<file path="config.mk">
export PLATFORM = sky130hd
export DESIGN_NAME = config_bank_loader
export DESIGN_NICKNAME = d
export VERILOG_FILES = /design/src/rtl/config_bank_loader.sv
export SDC_FILE = /design/constraint.sdc
export NUM_CORES = 1
export LEC_CHECK = 0
export BUFFER_PORTS_ARGS = -buffer_cell sky130_fd_sc_hd__buf_2
export CAP_MARGIN = 20
export CORE_AREA = 2 2 50 61
export CTS_BUF_LIST = sky130_fd_sc_hd__clkbuf_4 sky130_fd_sc_hd__clkbuf_8
export DETAILED_ROUTE_END_ITERATION = 7
export DIE_AREA = 0 0 52 63
export HOLD_SLACK_MARGIN = 0.15
export PLACE_DENSITY = 0.75
export SLEW_MARGIN = 20
export SYNTH_ARGS = -nofsm -noshare
export SYNTH_HDL_FRONTEND = slang
export SYNTH_SLANG_ARGS = --single-unit
</file>
<file path="constraint.sdc">
create_clock -name clk -period 1.5 [get_ports clk]
set_input_delay 0.3 -clock clk [delete_from_list [all_inputs] [get_ports clk]]
set_output_delay 0.3 -clock clk [all_outputs]
set_load 0.05 [all_outputs]
</file>
<file path="src/rtl/config_bank_loader.sv">
// Per-tile config loader: a serial shift register that commits checked, full-length words into one of
// several shadow banks, and drives config_bits from whichever bank is currently active.
module config_bank_loader #(
  parameter int LENGTH      = 8,
  parameter int SHIFT_WIDTH = 1,
  parameter int BANKS       = 2,
  localparam int BSEL_W     = (BANKS > 1) ? $clog2(BANKS) : 1
) (
  input  logic                   clk,
  input  logic                   rst,
  input  logic                   shift_en,
  input  logic [SHIFT_WIDTH-1:0] shift_in,
  output logic [SHIFT_WIDTH-1:0] shift_out,
  input  logic                   set,
  input  logic [BSEL_W-1:0]      set_bank,
  input  logic                   ctx_switch,
  input  logic [BSEL_W-1:0]      ctx_sel,
  output logic [LENGTH-1:0]      config_bits,
  output logic [BSEL_W-1:0]      active_bank,
  output logic                   load_done,
  output logic                   load_err
);

  localparam int CNT_W = $clog2(LENGTH + 1);

  typedef enum logic [1:0] {
    EMPTY,
    FILLING,
    FULL
  } state_t;

  state_t            state_q, state_d;
  logic [LENGTH-1:0] sr_q, sr_d, sr_shifted;
  logic [CNT_W-1:0]  cnt_q, cnt_d;
  logic [LENGTH-1:0] bank_q [BANKS];
  logic [BSEL_W-1:0] active_q, active_d;
  logic              done_d, err_d, bank_we;
  logic              bank_ok, sel_ok;
  logic [31:0]       cnt_sum;

  // When one shift fills the whole register there is no older data to keep.
  if (LENGTH > SHIFT_WIDTH) begin : g_shift_keep
    assign sr_shifted = {sr_q[LENGTH-SHIFT_WIDTH-1:0], shift_in};
  end else begin : g_shift_replace
    assign sr_shifted = shift_in;
  end

  assign shift_out   = sr_q[LENGTH-1 -: SHIFT_WIDTH];
  assign config_bits = bank_q[active_q];
  assign active_bank = active_q;

  always_comb begin
    state_d  = state_q;
    sr_d     = sr_q;
    cnt_d    = cnt_q;
    active_d = active_q;
    bank_we  = 1'b0;
    done_d   = 1'b0;
    err_d    = load_err;
    cnt_sum  = 32'(cnt_q) + 32'(SHIFT_WIDTH);
    bank_ok  = 32'(set_bank) < 32'(BANKS);
    sel_ok   = 32'(ctx_sel) < 32'(BANKS);

    // Every commit attempt, good or bad, restarts the bit count; set also blocks a same-cycle shift.
    if (set) begin
      state_d = EMPTY;
      cnt_d   = '0;
      if (state_q == FULL && bank_ok) begin
        bank_we = 1'b1;
        done_d  = 1'b1;
      end else begin
        err_d = 1'b1;
      end
    end else if (shift_en) begin
      sr_d = sr_shifted;
      if (cnt_sum >= 32'(LENGTH)) begin
        cnt_d   = CNT_W'(LENGTH);
        state_d = FULL;
      end else begin
        cnt_d   = CNT_W'(cnt_sum);
        state_d = FILLING;
      end
    end

    if (ctx_switch) begin
      if (sel_ok) begin
        active_d = ctx_sel;
      end else begin
        err_d = 1'b1;
      end
    end
  end

  always_ff @(posedge clk) begin
    if (rst) begin
      state_q   <= EMPTY;
      sr_q      <= '0;
      cnt_q     <= '0;
      active_q  <= '0;
      load_done <= 1'b0;
      load_err  <= 1'b0;
      for (int i = 0; i < BANKS; i++) begin
        bank_q[i] <= '0;
      end
    end else begin
      state_q   <= state_d;
      sr_q      <= sr_d;
      cnt_q     <= cnt_d;
      active_q  <= active_d;
      load_done <= done_d;
      load_err  <= err_d;
      if (bank_we) begin
        bank_q[set_bank] <= sr_q;
      end
    end
  end

endmodule

</file>
-- Word level (Yosys, flattened, before mapping)
Memories as Yosys holds them, arrays and structs flattened. A register that Yosys moved wholly into a read port is not among the register bits.
Index checks and enable logic that the tools add are counted.
- bits in registers: 17
- bits in writable memories: 16
- bits of input ports: 8
- output and inout bits: 12
- word-level logic and storage cells: 30
- memories: 1
- memory list (name ; words ; bits a word ; rd ports ; clocked after Yosys merged registers in ; write ports ; RTL line ; source):
    bank_q ; 2 ; 8 ; 1 ; 1 ; 2 ; 35 ; logic [LENGTH-1:0] bank_q [BANKS];
- $add $sub $neg: 1
- $lt $le $gt $ge: 1
- equality and inequality tests: 1
- muxes and demuxes: 14
- bitwise operators: 2
- reductions and logical operators: 4
- operators by type and width (cell ; number):
    $mux 1 ; 11
    $mux 8 ; 1
    $reduce_or 8->1 ; 1
    $add 4x1->5 const B ; 1
    $ge 5x4->1 const B ; 1
    $mux 4 ; 1
    $reduce_and 2->1 ; 2
    $eq 2x2->1 const B ; 1
    $mux 2 ; 1
    $not 1->1 ; 2
    $reduce_or 2->1 ; 1

-- Logic depth before layout (Yosys ltp)
- word-level depth: 8
- gate-level depth with buffers: 4

-- Worst setup path before layout
OpenSTA, ideal clock, no wires.
- kind: input-to-reg
- start point: in rst
- end point: mem bank_q[0][0] (enable)
- setup time: 0.330 ns
- arrival time: 0.994 ns
- required time: 1.170 ns
- slack: 0.176 ns
- stages on the path: 3
- buffers on the path: 0
- cells stage by stage: and4bb_1 -> nor2b_4 -> or2_1
- RTL lines (element ; RTL line ; source):
    start: declaration ; 10 ; input logic rst,
    end: declaration ; 35 ;

==> impl_metrics.prom <==
# TYPE chip_impl_metric gauge
chip_impl_info{name="critical_path.cell_chain",value="mux2_4, buf_6"} 1
chip_impl_info{name="result_of_the_run",value="finished, violations left"} 1
chip_impl_metric{name="start_util",unit="%"} 52.61
chip_impl_metric{name="chipWidth",unit="um"} 52
chip_impl_metric{name="via_count_of_the_first_global_routing_pass",unit=""} 939
chip_impl_info{name="min_path_type",value="input pin to flip-flop"} 1
chip_impl_metric{name="antenna_found_initial",unit=""} 0
chip_impl_metric{name="power.leakage",unit="nW"} 0.7291
chip_impl_info{name="critPathCaptureType",value="primary output"} 1
chip_impl_metric{name="number_of_hold_violations_in_the_final_report",unit=""} 0
chip_impl_metric{name="pin_count",unit=""} 20
chip_impl_metric{name="via_cell_ratio",unit=""} 5.021
chip_impl_metric{name="power_per_unit_of_standard_cell_area",unit="nW/um^2"} 994.6
chip_impl_metric{name="synth_warnings",unit=""} 0
chip_impl_metric{name="io_buffers",unit=""} 19
chip_impl_metric{name="synthesis.nets",unit=""} 138
chip_impl_metric{name="setup_viol",unit=""} 8
chip_impl_metric{name="synth-adder-area-share",unit="%"} 1.757
chip_impl_metric{name="overflow",unit=""} 0
chip_impl_metric{name="synthArstFlopShare",unit="%"} 0
chip_impl_metric{name="per_cell_routed_wire_length",unit="um"} 12.16
chip_impl_metric{name="antenna_left",unit=""} 0
chip_impl_metric{name="cts-root-to-sink-buffers",unit=""} 2
chip_impl_metric{name="row_count",unit=""} 21
chip_impl_metric{name="synth.area.mux_share",unit="%"} 7.030
chip_impl_info{name="main_flop_type_after_synthesis",value="sky130_fd_sc_hd__dfxtp_1"} 1
chip_impl_metric{name="num_antenna_cells",unit=""} 0
chip_impl_metric{name="flops_latches_synth",unit=""} 34
chip_impl_metric{name="ff2ff_setup_slack",unit="ns"} 0.19
chip_impl_metric{name="final_setup_slack_of_the_worst_path",unit="ns"} -0.04210
chip_impl_metric{name="fin_worst_skew",unit="ns"} 0.009338
chip_impl_metric{name="flow.area_growth_from_synthesis",unit="%"} 21.79
chip_impl_metric{name="overall_global_routing_usage",unit="%"} 16.36
chip_impl_metric{name="worstSkewPairLatency",unit="ns"} 0.33
chip_impl_metric{name="cts_made_buffers",unit=""} 5
chip_impl_metric{name="synth_sequential_area_ratio",unit="%"} 59.05
chip_impl_info{name="ys_top_cells_by_area",value="sky130_fd_sc_hd__edfxtp_1, sky130_fd_sc_hd__dfxtp_1, sky130_fd_sc_hd__mux2_2, sky130_fd_sc_hd__nand2_1, sky130_fd_sc_hd__a21oi_1"} 1
chip_impl_metric{name="synthesis.area_per_instance",unit="um^2"} 11.12
chip_impl_metric{name="drt_iter0_markers",unit=""} 20
chip_impl_metric{name="period_minus_slack",unit="ns"} 1.542
chip_impl_info{name="synth_top_family_by_area",value="simple AND/OR/NAND/NOR gates"} 1
chip_impl_metric{name="critical_path_max_stage_delay",unit="ns"} 0.44
chip_impl_metric{name="synth.cell_area",unit="um^2"} 1424
chip_impl_metric{name="final_layout_size_suffix_gt1_share",unit="%"} 30.32
chip_impl_info{name="failed_checks",value="setup timing"} 1
chip_impl_metric{name="post_synth_edffs",unit=""} 16
chip_impl_metric{name="simple_gate_area_share_of_the_yosys_netlist",unit="%"} 21.53
chip_impl_metric{name="synth-compound-area-share",unit="%"} 8.436
chip_impl_metric{name="fp.dieArea",unit="um^2"} 3276
chip_impl_metric{name="synth.lib_cells_used.distinct",unit=""} 30
chip_impl_metric{name="signal_arrival_time_at_the_worst_endpoint",unit="ns"} 1.24
chip_impl_metric{name="netlist.area_leader.share",unit="%"} 33.74
chip_impl_info{name="cts_root_buffer",value="sky130_fd_sc_hd__clkbuf_4"} 1
chip_impl_metric{name="crit_path_max_fanout",unit=""} 8
chip_impl_metric{name="clkTransAtPathRegs",unit="ns"} 0.09
chip_impl_metric{name="placed_area",unit="um^2"} 1579
chip_impl_metric{name="gpl.final_weighted_congestion",unit=""} 0.7609
chip_impl_metric{name="timing.final.crit_share",unit="%"} 102.8
chip_impl_metric{name="htreeDepth",unit=""} 2
chip_impl_info{name="slowest_stage",value="sky130_fd_sc_hd__dfxtp_4"} 1
chip_impl_info{name="tritoncts",value="done"} 1
chip_impl_metric{name="max_slew.worst_pin.slew",unit="ns"} 0.3231
chip_impl_metric{name="route.vias.total",unit=""} 949
chip_impl_metric{name="synth-xor-area-share",unit="%"} 0
chip_impl_metric{name="vdd.ir_drop.worst",unit="mV"} 0.5493
chip_impl_metric{name="dp_worst_setup_slack",unit="ns"} -0.01671
chip_impl_metric{name="route.final.wire_length",unit="um"} 2298
chip_impl_metric{name="post-route-cell-area",unit="um^2"} 1734
chip_impl_metric{name="detailed_place_hpwl",unit="um"} 1744
chip_impl_metric{name="nNetsFinal",unit=""} 164
chip_impl_info{name="start_kind",value="flip-flop"} 1
chip_impl_metric{name="post_cts_buffers",unit=""} 0
chip_impl_metric{name="die_h",unit="um"} 63
chip_impl_metric{name="maxCapViolCount",unit=""} 0
chip_impl_metric{name="pin_count_of_the_biggest_net_entering_global_routing",unit=""} 15
chip_impl_metric{name="maxSlewViolCount",unit=""} 0
chip_impl_metric{name="detailed_route_drc_error_count",unit=""} 0
chip_impl_info{name="unrepaired_setup_endpoints_after_global_routing",value="true"} 1
chip_impl_metric{name="detail_route.first_pass.iterations",unit=""} 3
chip_impl_info{name="synth_top_cell_by_area",value="sky130_fd_sc_hd__edfxtp_1"} 1
chip_impl_metric{name="first_pass_grt_wire_length",unit="um"} 3953
chip_impl_metric{name="core_area",unit="um^2"} 2706
chip_impl_metric{name="slew_headroom",unit="%"} 78.46
chip_impl_metric{name="numClockSinks",unit=""} 34
chip_impl_metric{name="timing.fmax",unit="MHz"} 648.5
chip_impl_metric{name="worst_ep_required_time",unit="ns"} 1.20
chip_impl_info{name="timing.setup.critical_path_class",value="flip-flop to primary output"} 1
chip_impl_metric{name="syn_inst",unit=""} 128
## final timing paths
kind / depth (start not counted) / end / start
worst max-delay path: 2 / config_bits[3] / flip-flop
worst min-delay path: 3 / sr_q[0]$_SDFFE_PP0P_ / shift_in
worst max register to register: 4 / state_q[0]$_SDFFE_PP0P_ / cnt_q[1]$_SDFFE_PP0P_
worst min register to register: 2 / sr_q[4]$_SDFFE_PP0P_ / sr_q[3]$_SDFFE_PP0P_
## critical path, delay by kind of cell, from the launching register on
kind | cells | cell delay [ns]
DFF | 1 | 0.44
buffers and inverters | 1 | 0.15
muxes | 1 | 0.32
## placed cells by master (no fill, tap or decap), types with 2 or more instances in the layout
master,instances
sky130_fd_sc_hd__a21oi_1,12
sky130_fd_sc_hd__a31oi_1,2
sky130_fd_sc_hd__and2_1,9
sky130_fd_sc_hd__and3_1,8
sky130_fd_sc_hd__buf_2,11
sky130_fd_sc_hd__buf_4,6
sky130_fd_sc_hd__buf_6,7
sky130_fd_sc_hd__clkbuf_4,6
sky130_fd_sc_hd__dfxtp_1,16
sky130_fd_sc_hd__edfxtp_1,16
sky130_fd_sc_hd__ha_1,2
sky130_fd_sc_hd__mux2_4,8
sky130_fd_sc_hd__nand2_1,19
sky130_fd_sc_hd__nand2b_1,3
sky130_fd_sc_hd__nand3_1,2
sky130_fd_sc_hd__nor2_1,5
sky130_fd_sc_hd__nor2b_1,2
sky130_fd_sc_hd__o21ai_0,2
## cell families after synthesis
kind of cell             count (synthesis)
adder cells (fa/ha/maj)                  2
AND/OR/NAND/NOR                         56
flip-flops                              34
multiplexers                             9
buffers and inverters                    7
AO/OA/AOI/OAI                           20
## through the flow
stage,hold WS (ns),power (W),setup TNS [ns],instances,utilization (%)
after floorplan,0.4360,0.001139,0,128,-
after global placement,0.4481,0.001185,0,181,58.34
after detailed placement,0.4628,0.001189,-0.1318,181,58.34
after CTS,0.1970,0.001740,-0.4925,189,63.80
after global routing,0.2152,0.001790,-0.7408,189,64.08
final,0.2126,0.001725,-0.3092,189,64.08
## per-layer routing
| metal | vias to the layer above | GRT usage [%] | wire length, um |
|---|---|---|---|
| met2 | 14 | 28.80 | 1297 |
| met1 | 427 | 16.43 | 898 |
| met3 | 4 | 5.742 | 67 |
| met5 | - | 0 | 0 |
| met4 | 0 | 7.895 | 34 |
| li1 | 504 | - | - |
## cell usage after synthesis (2+ instances only)
master                     count
sky130_fd_sc_hd__nor2_1        5
sky130_fd_sc_hd__nand2_1      19
sky130_fd_sc_hd__ha_1          2
sky130_fd_sc_hd__and3_1        8
sky130_fd_sc_hd__o21ai_0       2
sky130_fd_sc_hd__nor2b_1       2
sky130_fd_sc_hd__and2_1        9
sky130_fd_sc_hd__edfxtp_1     16
sky130_fd_sc_hd__a21oi_1      12
sky130_fd_sc_hd__dfxtp_1      18
sky130_fd_sc_hd__buf_2         4
sky130_fd_sc_hd__a31oi_1       2
sky130_fd_sc_hd__mux2_2        8
sky130_fd_sc_hd__nand3_1       2
sky130_fd_sc_hd__clkbuf_1      2
sky130_fd_sc_hd__nand2b_1      3
## power by group
group	internal [W]	switching (W)	total (W)
clock network	0.000245	0.000282	0.000527
logic	0.0000769	0.000114	0.000191
registers	0.000991	0.0000153	0.00101
total	0.00131	0.000411	0.00172
## sequential cells by signal, summed over array words and instances, names as in the netlist, named ones only
signal       flops
sr_q             8
state_q          2
bank_q          16
load_done        1
load_err         1
cnt_q            4
active_bank      1
## what timing repair did
item                       4_1_cts  5_1_grt
setup endpoints to repair        8       14
resized for setup               26        3
hold buffers                     0        0
gates cloned                     0        0
## layout make-up
cell class / count / area [um^2]
clock buffer: 7 / 58.81
clock inverter: 1 / 5.005
fill: 225 / 972.2
inverter: 1 / 3.754
multi-input combinational: 87 / 584.3
sequential: 34 / 845.8
tap: 34 / 42.54
timing repair buffer: 25 / 193.9
Note: power is estimated with default switching activity, not from simulation.
